**src/rtl/cs_stream_feeder.sv**
```systemverilog
`default_nettype none
// ============================================================================
// Module   : cs_stream_feeder
// Purpose  : Buffers host bytes and streams them gap-free into the CS window
//            engine, returning CS results once a full window is in place.
// Config   : STATUS_CNT_EN adds sample_cnt / frame_cnt status ports.
// Revision : 1.0 - initial release
// ============================================================================
module cs_stream_feeder #(
    parameter int FIFO_DEPTH  = 16,
    parameter int PRIME_LEVEL = 9,
    parameter int WIN         = 9
) (
    input  logic        clk,
    input  logic        reset,
    input  logic [7:0]  in_data,
    input  logic        in_last,
    input  logic        in_valid,
    output logic        in_ready,
    input  logic        start,
    output logic [7:0]  x_out,
    output logic        cs_clr,
    input  logic [9:0]  y_in,
    output logic [9:0]  res_data,
    output logic        res_valid,
    output logic        busy,
    output logic        underrun
`ifdef STATUS_CNT_EN
    ,
    output logic [15:0] sample_cnt,
    output logic [15:0] frame_cnt
`endif
);

    localparam int AW = $clog2(FIFO_DEPTH);
    localparam int CW = AW + 1;
    localparam int WW = $clog2(WIN + 1);

    typedef enum logic [2:0] {
        S_IDLE   = 3'd0,
        S_CLEAR  = 3'd1,
        S_PRIME  = 3'd2,
        S_STREAM = 3'd3,
        S_DRAIN  = 3'd4,
        S_ERR    = 3'd5
    } state_t;

    state_t        state;
    state_t        state_nx;

    logic [8:0]    mem [FIFO_DEPTH];
    logic [AW:0]   wr_ptr;
    logic [AW:0]   rd_ptr;
    logic [CW-1:0] count;
    logic [8:0]    head;
    logic          full;
    logic          empty;
    logic          push;
    logic          pop;
    logic          flush;
    logic          enter_err;

    logic [WW-1:0] wcnt;
    logic [WW-1:0] wcnt_inc;
    logic          win_full;
    logic          v0;
    logic          v1;
    logic          drain_cnt;

    // Pointers carry one extra wrap bit so full and empty are distinguishable.
    assign count    = wr_ptr - rd_ptr;
    assign full     = (count == CW'(FIFO_DEPTH));
    assign empty    = (count == '0);
    assign in_ready = !full;
    assign push     = in_valid && in_ready;
    assign head     = mem[rd_ptr[AW-1:0]];
    assign busy     = (state != S_IDLE);

    assign wcnt_inc = (wcnt == WW'(WIN)) ? wcnt : wcnt + WW'(1);
    assign win_full = pop && (wcnt_inc == WW'(WIN));

    always_ff @(posedge clk) begin
        if (push) begin
            mem[wr_ptr[AW-1:0]] <= {in_last, in_data};
        end
    end

    always_comb begin
        state_nx  = state;
        pop       = 1'b0;
        flush     = 1'b0;
        enter_err = 1'b0;
        case (state)
            S_IDLE: begin
                if (start) state_nx = S_CLEAR;
            end
            S_CLEAR: begin
                state_nx = S_PRIME;
            end
            S_PRIME: begin
                if (count >= CW'(PRIME_LEVEL)) state_nx = S_STREAM;
            end
            S_STREAM: begin
                if (empty) begin
                    enter_err = 1'b1;
                    state_nx  = S_ERR;
                end else begin
                    pop = 1'b1;
                    if (head[8]) state_nx = S_DRAIN;
                end
            end
            S_DRAIN: begin
                // Hold until the result pipe has emptied so no result outlives busy.
                if (drain_cnt && !(v0 || v1 || res_valid)) state_nx = S_IDLE;
            end
            S_ERR: begin
                if (start) begin
                    flush    = 1'b1;
                    state_nx = S_CLEAR;
                end
            end
            default: state_nx = S_IDLE;
        endcase
    end

    always_ff @(posedge clk or posedge reset) begin
        if (reset) begin
            state     <= S_IDLE;
            wr_ptr    <= '0;
            rd_ptr    <= '0;
            x_out     <= 8'd0;
            cs_clr    <= 1'b0;
            res_data  <= 10'd0;
            res_valid <= 1'b0;
            v0        <= 1'b0;
            v1        <= 1'b0;
            underrun  <= 1'b0;
            wcnt      <= '0;
            drain_cnt <= 1'b0;
        end else begin
            state     <= state_nx;
            cs_clr    <= (state_nx == S_CLEAR);
            x_out     <= pop ? head[7:0] : 8'd0;
            drain_cnt <= (state == S_DRAIN);

            if (push) wr_ptr <= wr_ptr + 1'b1;
            // A push coinciding with the flush survives it.
            if (flush)    rd_ptr <= wr_ptr;
            else if (pop) rd_ptr <= rd_ptr + 1'b1;

            if (state == S_CLEAR) wcnt <= '0;
            else if (pop)         wcnt <= wcnt_inc;

            if (enter_err) begin
                v0        <= 1'b0;
                v1        <= 1'b0;
                res_valid <= 1'b0;
            end else begin
                v0        <= win_full;
                v1        <= v0;
                res_valid <= v1;
                if (v1) res_data <= y_in;
            end

            if (enter_err)  underrun <= 1'b1;
            else if (flush) underrun <= 1'b0;
        end
    end

`ifdef STATUS_CNT_EN
    always_ff @(posedge clk or posedge reset) begin
        if (reset) begin
            sample_cnt <= 16'd0;
            frame_cnt  <= 16'd0;
        end else begin
            if (state_nx == S_CLEAR && state != S_CLEAR) sample_cnt <= 16'd0;
            else if (pop)                                sample_cnt <= sample_cnt + 16'd1;
            if (state == S_DRAIN && state_nx == S_IDLE)  frame_cnt  <= frame_cnt + 16'd1;
        end
    end
`endif

endmodule
`default_nettype wire

```
**config.mk**
```make
export PLATFORM = sky130hd
export DESIGN_NAME = cs_stream_feeder
export DESIGN_NICKNAME = d
export VERILOG_FILES = /design/src/rtl/cs_stream_feeder.sv
export SDC_FILE = /design/constraint.sdc
export NUM_CORES = 1
export LEC_CHECK = 0
export CAP_MARGIN = 5
export CORE_ASPECT_RATIO = 2
export CORE_MARGIN = 1
export CORE_UTILIZATION = 54
export CTS_BUF_LIST = sky130_fd_sc_hd__clkbuf_8
export CTS_CLUSTER_SIZE = 8
export DETAILED_ROUTE_END_ITERATION = 10
export PLACE_DENSITY = 0.84
export RECOVER_POWER = 25
export SLEW_MARGIN = 10
export SYNTH_ARGS = -nofsm -noshare
export SYNTH_HDL_FRONTEND = slang
export SYNTH_SLANG_ARGS = --single-unit
export TNS_END_PERCENT = 50
```
**constraint.sdc**
```tcl
create_clock -name clk -period 3.65 [get_ports clk]
set_clock_uncertainty 0.05 [all_clocks]
set_input_delay 0.5475 -clock clk [delete_from_list [all_inputs] [get_ports clk]]
set_output_delay 0.5475 -clock clk [all_outputs]
set_load 0.02 [all_outputs]
```
==> flow_metrics.py, run 1 <==
metrics = {
    "detailed_routing": {
        "drt-wirelength-per-cell_um": 23.3,
        "dr_total_vias": 3988,
        "via_per_inst": 5.96,
        "firstDrtPassIters": 4,
        "drc": 0,
        "ant_nets": 0,
        "drt_wl_total_um": 15600,
        "drt_iter0_markers": 251,
    },
    "worst_setup_path": {
        "start_kind": "flip-flop",
        "worstPathMaxFanout": 6,
        "end_kind": "output port",
        "crit_required_ns": 3.05,
        "crit_path_max_incr_delay_ns": 0.43,
        "crit_arrival_ns": 2.87,
        "crit_chain": "inv_1 > ha_1 > inv_1 > fa_1 > xor2_1 > nor3b_2 > o2111ai_1 > dlygate4sd2_1",
        "crit_top_cell": "inv_1",
        "worst_path_max_delay_cell": "dfrtp_1",
        "criticalPathCategory": "reg2out",
    },
    "floorplan": {
        "ios": 46,
        "start_util_pct": 55.2,
        "die_area_um2": 14600,
        "die_w_um": 86.1,
        "rows": 61,
        "die_h_um": 170,
        "coreArea_um2": 13800,
    },
    "global_routing": {
        "grt-busiest-layer": "met2",
        "grt_use_met3_pct": 3.88,
        "overflow": 0,
        "grt_max_degree": 42,
        "grtUsageTotal_pct": 23.3,
        "grt_pass1_vias": 4247,
        "met2_usage_pct": 42.5,
        "grt_pass1_wl_um": 24100,
        "grt_antenna_before_repair": 0,
        "met1_usage_pct": 24.7,
    },
    "yosys": {
        "syn-num-nets": 451,
        "syn-instance-count": 416,
        "synth_most_common_cell": "edfxtp_1",
        "synth.cell_area_um2": 7630,
        "yosys-top-cells-area": "edfxtp_1, dfrtp_1, mux4_2",
        "synth_ff_type": "edfxtp_1",
        "synth_edf_count": 144,
        "yosysTopAreaCellShare_pct": 56.7,
        "yosysSeqAreaShare_pct": 70.1,
        "synth_warnings": 0,
        "async_flop_share_pct": 22.2,
        "synth_cell_type_count": 56,
        "synth_area_leader_cell": "edfxtp_1",
        "syn_area_per_cell_um2": 18.3,
        "synth_common_cells": "edfxtp_1, mux4_2, dfrtp_1, and3_1",
        "synth_seq_cells": 185,
    },
    "final_layout": {
        "drive_above_1_share_pct": 21.9,
        "post-route-cell-area_um2": 8680,
        "layoutNonFillerInstCount": 669,
        "final_net_count": 502,
        "diodes": 0,
        "synthToLayoutAreaGrowth_pct": 13.8,
        "fill_cells": 934,
    },
    "clocking": {
        "path_clk_slew_ns": 0.11,
        "cts_tree": "done",
        "clk_latency_ns": 0.47,
        "h-tree-depth": 4,
        "cts-root-buf": "clkbuf_8",
        "cts_hold_buffers": 0,
        "cts-buffers-inserted": 17,
        "cts.path.max_buffers": 2,
        "cts_sinks": 185,
    },
    "sta": {
        "slew_headroom_pct": -45.5,
        "final.period_utilization_pct": 94.9,
        "hold_viol_final": 0,
        "rsz0062_at_grt": "false",
        "fmax_mhz": 289,
        "report.final.slew_viol_count": 42,
        "fin_crit_ns": 3.46,
        "setup_viol": 0,
        "tns_ns": 0,
        "worstMarginPinSlew_ns": 2.18,
        "whs_ns": 0.432,
    },
    "pwr": {
        "p_sw_w": 0.00228,
        "p_per_area_nw_per_um2": 775,
        "power.static_leakage_nw": 3.09,
        "combPwrFrac_pct": 36.0,
        "p_int_w": 0.00445,
        "switching_share_pct": 33.9,
        "sequentialPowerShare_pct": 42.3,
        "ir_drop_uv": 417,
        "p_clk_share_pct": 21.7,
    },
    "place": {
        "place_inst": 637,
        "gp_congestion": 0.888,
        "placed_area_um2": 8260,
        "dp_hpwl_um": 11200,
        "io_buffers": 45,
    },
    "hold_path": {
        "hold_path_class": "reg2reg",
    },
    "outcome": {
        "failed_checks": "max-capacitance violations, max-slew violations",
        "status": "complete, but fails checks",
    },
    "job": {
        "drv_cap": 1,
    },
}
-- cell usage in the layout (no fill, tap or decap), types with 2 or more instances in the layout --
cell type	count
a21oi_1	4
nand4b_1	2
dlygate4sd3_1	6
or3_2	2
nand2_1	14
bufinv_16	3
nand3_1	10
xnor2_1	2
inv_1	10
ha_1	11
and3b_1	2
clkdlybuf4s50_1	38
o211ai_1	5
xor2_1	4
mux2_2	14
a31oi_1	7
mux2i_1	6
o21ai_0	4
nor2b_1	4
and2_1	7
inv_4	4
inv_6	3
and3_1	24
mux4_2	42
dfrtp_1	40
buf_4	5
nand4_1	2
edfxtp_1	144
inv_8	3
clkbuf_8	17
o32ai_1	2
nor2_1	8
-- power by group through the flow --
| stage | combinational, W | sequential, W | clock, W |
|---|---|---|---|
| after global placement | 0.00234 | 0.00287 | 0 |
| after CTS | 0.00243 | 0.00285 | 0.00147 |
| after detailed placement | 0.00241 | 0.00289 | 0 |
| after global routing | 0.00260 | 0.00288 | 0.00154 |
| final | 0.00243 | 0.00285 | 0.00146 |
| after floorplan | 0.00164 | 0.00291 | 0 |
-- metrics by stage --
step / utilization [%] / worst slack [ns] / power [W]
after floorplan: - / 0.260 / 0.00455
after global placement: 59.8 / 0.470 / 0.00520
after detailed placement: 59.8 / 0.330 / 0.00530
after CTS: 62.9 / 0.202 / 0.00675
after global routing: 62.8 / 0.0785 / 0.00702
final: 62.8 / 0.186 / 0.00673
-- sequential cells by signal (all words and copies together), names as in the netlist --
name and cells:
rd_ptr 5, cs_clr 1, mem 144, v0 1, wcnt 4, res_data 10, state 3, x_out 8
drain_cnt 1, underrun 1, wr_ptr 5, v1 1, res_valid 1
-- path summary, 6_finish.rpt --
check                      startpoint          end  slack, ns  cells past startpoint
setup reg to reg            wr_ptr[2]   mem[12][7]       0.40                      6
hold / removal                     v0           v1       0.43                      1
max in group asynchronous       reset    rd_ptr[0]       0.90                      3
setup / recovery            wr_ptr[0]     in_ready       0.19                      8
min in group asynchronous       reset  res_data[5]       1.25                      3
hold reg to reg                    v0           v1       0.43                      1
-- kinds of logic (layout without fill, tap and decap cells) --
group / after synthesis / in the layout / synth area share (%)
DFF: 185 / 185 / 70.1
and+or+nand+nor: 87 / 87 / 6.71
muxes: 62 / 62 / 15.3
adders and majority gates: 12 / 12 / 2.07
xor gates and xnor gates: 6 / 6 / 0.689
AOI/OAI and AO/OA: 36 / 36 / 3.38
buffers and inverters: 28 / 92 / 1.79
-- per-layer routing --
layer | up-vias | share of wire [%]
li1 | 1773 | -
met1 | 2048 | 35
met2 | 136 | 59
met3 | 31 | 3.7
met4 | 0 | 3.2
met5 | - | 0
-- repair_timing --
action / CTS / global route
endpoints found under the setup margin: 1 / 0
resized for setup: 2 / 0
setup buffers: 0 / 0
-- critical path, delay by kind of cell, from the launching register on --
kind	cells	cell delay, ns
AND/OR/NAND/NOR	1	0.27
buffers and inverters	3	0.63
flip-flops	1	0.43
AO/OA/AOI/OAI	1	0.30
adder cells (fa/ha/maj)	2	0.58
XOR/XNOR	1	0.19
-- area by class of cell --
| class | count | area, µm² | area share [%] |
|---|---|---|---|
| clock buffer | 17 | 234 | 2.69 |
| tap | 189 | 236 | 2.72 |
| clock inverter | 15 | 188 | 2.16 |
| sequential | 185 | 5350 | 61.6 |
| timing repair buffer | 51 | 490 | 5.65 |
| multi-input combinational | 203 | 2150 | 24.7 |
| inverter | 9 | 33.8 | 0.389 |
Note: power is estimated with default switching activity, not from simulation.
==> run 2: changes to the inputs <==
--- a/config.mk
+++ b/config.mk
@@ -6,14 +6,15 @@
 export NUM_CORES = 1
 export LEC_CHECK = 0
 export CAP_MARGIN = 5
-export CORE_ASPECT_RATIO = 2
+export CORE_ASPECT_RATIO = 1.1
 export CORE_MARGIN = 1
 export CORE_UTILIZATION = 54
 export CTS_BUF_LIST = sky130_fd_sc_hd__clkbuf_8
 export CTS_CLUSTER_SIZE = 8
 export DETAILED_ROUTE_END_ITERATION = 10
-export PLACE_DENSITY = 0.84
+export PLACE_DENSITY = 0.87
 export RECOVER_POWER = 25
+export REMOVE_ABC_BUFFERS = 1
 export SLEW_MARGIN = 10
 export SYNTH_ARGS = -nofsm -noshare
 export SYNTH_HDL_FRONTEND = slang
==> constraint.sdc (replaced) <==
create_clock -name clk -period 2.85 [get_ports clk]
set_clock_uncertainty 0.05 [all_clocks]
set_input_delay 0.4275 -clock clk [delete_from_list [all_inputs] [get_ports clk]]
set_output_delay 0.4275 -clock clk [all_outputs]
set_load 0.02 [all_outputs]
==> flow_metrics.py, run 2 (synthesis results as in run 1) <==
metrics = {
    "worst_setup_path": {
        "crit_required_ns": 2.37,
        "start_kind": "flip-flop",
        "reg2reg_from": "wr_ptr[0]",
        "r2r_slack_ns": 0.05,
        "crit_arrival_ns": 2.34,
        "criticalPathCategory": "reg2out",
        "end_kind": "output port",
        "worstReg2RegEnd": "mem[3][1]",
        "rr_worst_depth": 11,
        "worstPathMaxFanout": 2,
    },
    "global_routing": {
        "grt_max_degree": 39,
        "overflow": 0,
        "grt_pass1_vias": 4353,
        "grt_pass1_wl_um": 24600,
        "grtUsageTotal_pct": 23.9,
        "grt_antenna_before_repair": 1,
    },
    "pwr": {
        "p_clk_share_pct": 18.7,
        "combPwrFrac_pct": 41.2,
        "switching_share_pct": 34.0,
        "p_int_w": 0.00593,
        "ir_drop_uv": 499,
        "p_sw_w": 0.00306,
        "p_per_area_nw_per_um2": 1000,
        "sequentialPowerShare_pct": 40.0,
        "power.static_leakage_nw": 3.20,
    },
    "final_layout": {
        "regArea_um2": 5350,
        "drive_above_1_share_pct": 30.1,
        "fin_util_pct": 65.1,
        "diodes": 0,
        "final_cell_mix": "edfxtp_1, mux4_2, dfrtp_1, clkdlybuf4s50_1, buf_4",
        "final_net_count": 527,
        "final_common_cell": "edfxtp_1",
        "synthToLayoutAreaGrowth_pct": 17.6,
        "layoutNonFillerInstCount": 693,
        "fill_cells": 893,
        "multi_input_area_um2": 2270,
        "largest_register_ffs": 144,
    },
    "sta": {
        "worstMarginPinSlew_ns": 0.897,
        "slew_headroom_pct": 40.1,
        "hold_viol_final": 0,
        "final.period_utilization_pct": 98.9,
        "rsz0062_at_grt": "true",
        "fmax_mhz": 355,
        "report.final.slew_viol_count": 0,
        "fin_crit_ns": 2.82,
        "tns_ns": 0,
        "setup_viol": 0,
    },
    "detailed_routing": {
        "via_per_inst": 6.06,
        "drt_wl_total_um": 15900,
        "dr_total_vias": 4201,
        "drt_iter0_markers": 281,
        "drt-wirelength-per-cell_um": 23.0,
        "drc": 0,
        "firstDrtPassIters": 5,
        "ant_nets": 0,
    },
    "clocking": {
        "cts-buffers-inserted": 17,
        "path_clk_slew_ns": 0.09,
        "cts.path.max_buffers": 2,
        "cts_sinks": 185,
        "h-tree-depth": 4,
        "cts_hold_buffers": 0,
        "cts-root-buf": "clkbuf_8",
        "cts_tree": "done",
        "clk_latency_ns": 0.46,
    },
    "floorplan": {
        "start_util_pct": 55.3,
        "die_h_um": 127,
        "ios": 46,
        "die_area_um2": 14600,
        "rows": 45,
        "coreArea_um2": 13800,
        "die_w_um": 115,
    },
    "outcome": {
        "status": "completed",
    },
    "job": {
        "drv_cap": 0,
    },
    "place": {
        "gp_congestion": 0.832,
        "dp_hpwl_um": 10800,
        "place_inst": 655,
        "io_buffers": 45,
    },
    "hold_path": {
        "hold_path_end": "underrun",
        "hold_path_class": "reg2reg",
        "min_path_cells": 2,
        "hold_start": "underrun",
    },
}
## run 2: cell types whose count changed in the layout (fill, tap and decap cells not counted), moves of 3 or more
| cell | change |
|---|---|
| and2_1 | -3 |
| and3_1 | -12 |
| and3_2 | +4 |
| and3_4 | +8 |
| buf_4 | +21 |
| buf_6 | +3 |
| clkinv_1 | +3 |
| clkinvlp_4 | +6 |
| inv_1 | -3 |
| inv_4 | -4 |
| mux2_2 | -7 |
| mux2_4 | +7 |
## run 2: cell type report
| type | instances | share of cell area, % |
|---|---|---|
| Clock buffer | 17 | 2.61 |
| Timing Repair Buffer | 76 | 7.77 |
| Tap cell | 188 | 2.62 |
| Clock inverter | 15 | 1.67 |
| Sequential cell | 185 | 59.6 |
| Inverter | 9 | 0.376 |
| Multi-Input combinational cell | 203 | 25.3 |
## run 2: metal layers
layer / track usage, % / vias to the layer above / routed length, µm
met5: 0 / - / 0
met4: 11.2 / 0 / 546
met3: 6.55 / 43 / 1160
met2: 38.4 / 189 / 8110
met1: 30.2 / 2144 / 6110
li1: - / 1825 / -
## run 2: worst max path at each step
stage               slack, ns          end  cells after the start      start
floorplan               -1.41  res_data[0]                      8  rd_ptr[0]
global route            -0.08     in_ready                      9  wr_ptr[0]
global placement        -0.02     in_ready                      9  wr_ptr[0]
finish                   0.03     in_ready                      9  wr_ptr[0]
detailed placement      -0.23     in_ready                      9  wr_ptr[0]
CTS                     -0.01     in_ready                      9  wr_ptr[0]
## run 2: what timing repair did
| action | in CTS | in global routing |
|---|---|---|
| endpoints found under the setup margin | 149 | 159 |
| resized for setup | 34 | 18 |
| buffers inserted | 6 | 1 |
| pin swaps | 6 | 3 |
| cloned | 1 | 0 |
## run 2: metrics by stage
stage	worst slack (ns)	hold slack [ns]	instance area [µm²]	power, W
final	0.0305	0.451	8970	0.00899
after global routing	-0.0793	0.469	8970	0.00940
after CTS	-0.0115	0.250	8930	0.00897
after detailed placement	-0.231	0.428	8410	0.00708
after global placement	-0.0179	0.425	8410	0.00687
after floorplan	-1.41	0.395	7530	0.00573
## run 2: power by group through the flow
stage	clock, W	sequential, W	combinational (W)
after floorplan	0	0.00394	0.00179
after global placement	0	0.00362	0.00325
after detailed placement	0	0.00365	0.00343
after CTS	0.00171	0.00360	0.00366
after global routing	0.00180	0.00364	0.00396
final	0.00168	0.00360	0.00370
## run 2: critical path: stages, from the launching register on
cell and delay [ns]:
dfrtp_1 0.40, inv_2 0.08, ha_4 0.13, inv_2 0.04
fa_2 0.38, xor2_2 0.16, nor3b_2 0.23, o2111ai_2 0.17
buf_4 0.17, buf_6 0.12
==> run 3: changes to the inputs <==
--- a/config.mk
+++ b/config.mk
@@ -8,11 +8,12 @@
 export CAP_MARGIN = 5
 export CORE_ASPECT_RATIO = 1.1
 export CORE_MARGIN = 1
-export CORE_UTILIZATION = 54
+export CORE_UTILIZATION = 35
 export CTS_BUF_LIST = sky130_fd_sc_hd__clkbuf_8
+export CTS_CLUSTER_DIAMETER = 60
 export CTS_CLUSTER_SIZE = 8
 export DETAILED_ROUTE_END_ITERATION = 10
-export PLACE_DENSITY = 0.87
+export PLACE_DENSITY = 0.65
 export RECOVER_POWER = 25
 export REMOVE_ABC_BUFFERS = 1
 export SLEW_MARGIN = 10
==> flow_metrics.py, run 3 (synthesis results as in run 1) <==
metrics = {
    "global_routing": {
        "grt_pass1_wl_um": 25700,
        "overflow": 0,
        "grtUsageTotal_pct": 16.1,
        "grt_antenna_before_repair": 0,
        "grt_pass1_vias": 4257,
        "grt_max_degree": 42,
        "grt_use_met3_pct": 3.73,
        "met2_usage_pct": 26.3,
        "grt-busiest-layer": "met2",
        "met1_usage_pct": 21.3,
    },
    "worst_setup_path": {
        "worst_path_max_delay_cell": "dfrtp_1",
        "end_kind": "output port",
        "crit_path_max_incr_delay_ns": 0.40,
        "criticalPathCategory": "reg2out",
        "rr_worst_depth": 6,
        "crit_chain": "inv_2 > ha_4 > inv_2 > fa_2 > xor2_2 > nor3b_2 > o2111ai_2 > buf_6",
        "start_kind": "flip-flop",
        "crit_arrival_ns": 2.32,
        "crit_required_ns": 2.37,
        "worstPathMaxFanout": 5,
        "crit_top_cell": "inv_2",
    },
    "final_layout": {
        "fin_util_pct": 42.0,
        "final_cell_mix": "edfxtp_1, mux4_2, dfrtp_1, clkdlybuf4s50_1, buf_4",
        "final_common_cell": "edfxtp_1",
        "diodes": 0,
        "layoutNonFillerInstCount": 786,
        "final_net_count": 518,
        "synthToLayoutAreaGrowth_pct": 17.6,
        "drive_above_1_share_pct": 29.2,
        "largest_register_ffs": 144,
    },
    "pwr": {
        "p_clk_share_pct": 20.0,
        "sequentialPowerShare_pct": 40.7,
        "p_sw_w": 0.00302,
        "p_per_area_nw_per_um2": 984,
        "ir_drop_uv": 407,
        "power.static_leakage_nw": 3.15,
        "switching_share_pct": 34.2,
        "p_int_w": 0.00581,
        "combPwrFrac_pct": 39.3,
    },
    "place": {
        "io_buffers": 45,
        "gp_congestion": 0.769,
        "dp_hpwl_um": 10900,
        "place_inst": 752,
    },
    "clocking": {
        "path_clk_slew_ns": 0.10,
        "cts.path.max_buffers": 2,
        "cts-buffers-inserted": 17,
        "cts_hold_buffers": 0,
        "cts-root-buf": "clkbuf_8",
        "h-tree-depth": 4,
        "clk_latency_ns": 0.46,
        "cts_tree": "done",
        "cts_sinks": 185,
    },
    "floorplan": {
        "start_util_pct": 35.7,
        "coreArea_um2": 21400,
        "die_h_um": 157,
        "rows": 56,
        "die_area_um2": 22400,
        "die_w_um": 143,
        "ios": 46,
    },
    "sta": {
        "report.final.slew_viol_count": 0,
        "setup_viol": 0,
        "tns_ns": 0,
        "worstMarginPinSlew_ns": 0.948,
        "rsz0062_at_grt": "true",
        "fmax_mhz": 357,
        "fin_crit_ns": 2.80,
        "slew_headroom_pct": 36.7,
        "final.period_utilization_pct": 98.2,
        "hold_viol_final": 0,
    },
    "detailed_routing": {
        "drt_wl_total_um": 16600,
        "drt-wirelength-per-cell_um": 21.1,
        "drt_iter0_markers": 336,
        "firstDrtPassIters": 5,
        "via_per_inst": 5.16,
        "drc": 0,
        "dr_total_vias": 4054,
        "ant_nets": 0,
    },
    "outcome": {
        "status": "completed",
    },
    "hold_path": {
        "hold_path_class": "in2async",
    },
    "job": {
        "drv_cap": 0,
    },
}
==> run 3: worst paths after layout <==
| path | start | end | slack [ns] |
|---|---|---|---|
| max | wr_ptr[0] | in_ready | 0.05 |
| min | reset | x_out[5] | 0.45 |
| max reg2reg | wr_ptr[2] | mem[15][1] | 0.08 |
| min reg2reg | underrun | underrun | 0.45 |
| max in group asynchronous | reset | rd_ptr[0] | 1.65 |
| min in group clk | underrun | underrun | 0.45 |
==> run 3: stage by stage <==
step / worst slack [ns] / total power [W] / cell area [µm²] / hold slack [ns]
4_1_cts: -0.0234 / 0.00883 / 8920 / 0.456
3_3_place_gp: -0.0186 / 0.00694 / 8500 / 0.421
5_1_grt: -0.0479 / 0.00933 / 8970 / 0.471
3_5_place_dp: -0.148 / 0.00703 / 8500 / 0.438
6_report: 0.0515 / 0.00883 / 8970 / 0.446
2_1_floorplan: -1.41 / 0.00573 / 7530 / 0.395
==> run 3: power by group through the flow <==
stage,Combinational [W],Sequential (W),Clock (W)
after floorplan,0.00179,0.00394,0
after global placement,0.00330,0.00363,0
after detailed placement,0.00338,0.00365,0
after CTS,0.00343,0.00359,0.00180
after global routing,0.00377,0.00364,0.00192
final,0.00347,0.00359,0.00177
==> run 3: repair_timing <==
item	CTS	global route
gates resized for setup	16	14
setup buffers	0	2
pin swaps	2	5
setup endpoints to repair	146	144
==> run 3: final cells by class <==
type,count,area (µm²)
clock buffers,17,234
well taps,290,363
inverters,9,33.8
fillers,1893,12400
repair buffers,67,629
flip-flops and latches,185,5350
clock inverters,15,161
multi-input cells,203,2200
==> run 3: layer usage <==
metal	part of all wire [%]	routed length (µm)
met4	1.4	233
met2	50	8330
met1	42	7030
met5	0	0
met3	5.8	960
==> run 3: worst max-delay path: cells and delay by family, from the launching register on <==
kind | cells | cell delay (ns)
adder cells (fa/ha/maj) | 2 | 0.51
flip-flops | 1 | 0.40
buffers and inverters | 3 | 0.32
AND/OR/NAND/NOR | 1 | 0.24
AO/OA/AOI/OAI | 1 | 0.23
XOR/XNOR | 1 | 0.16
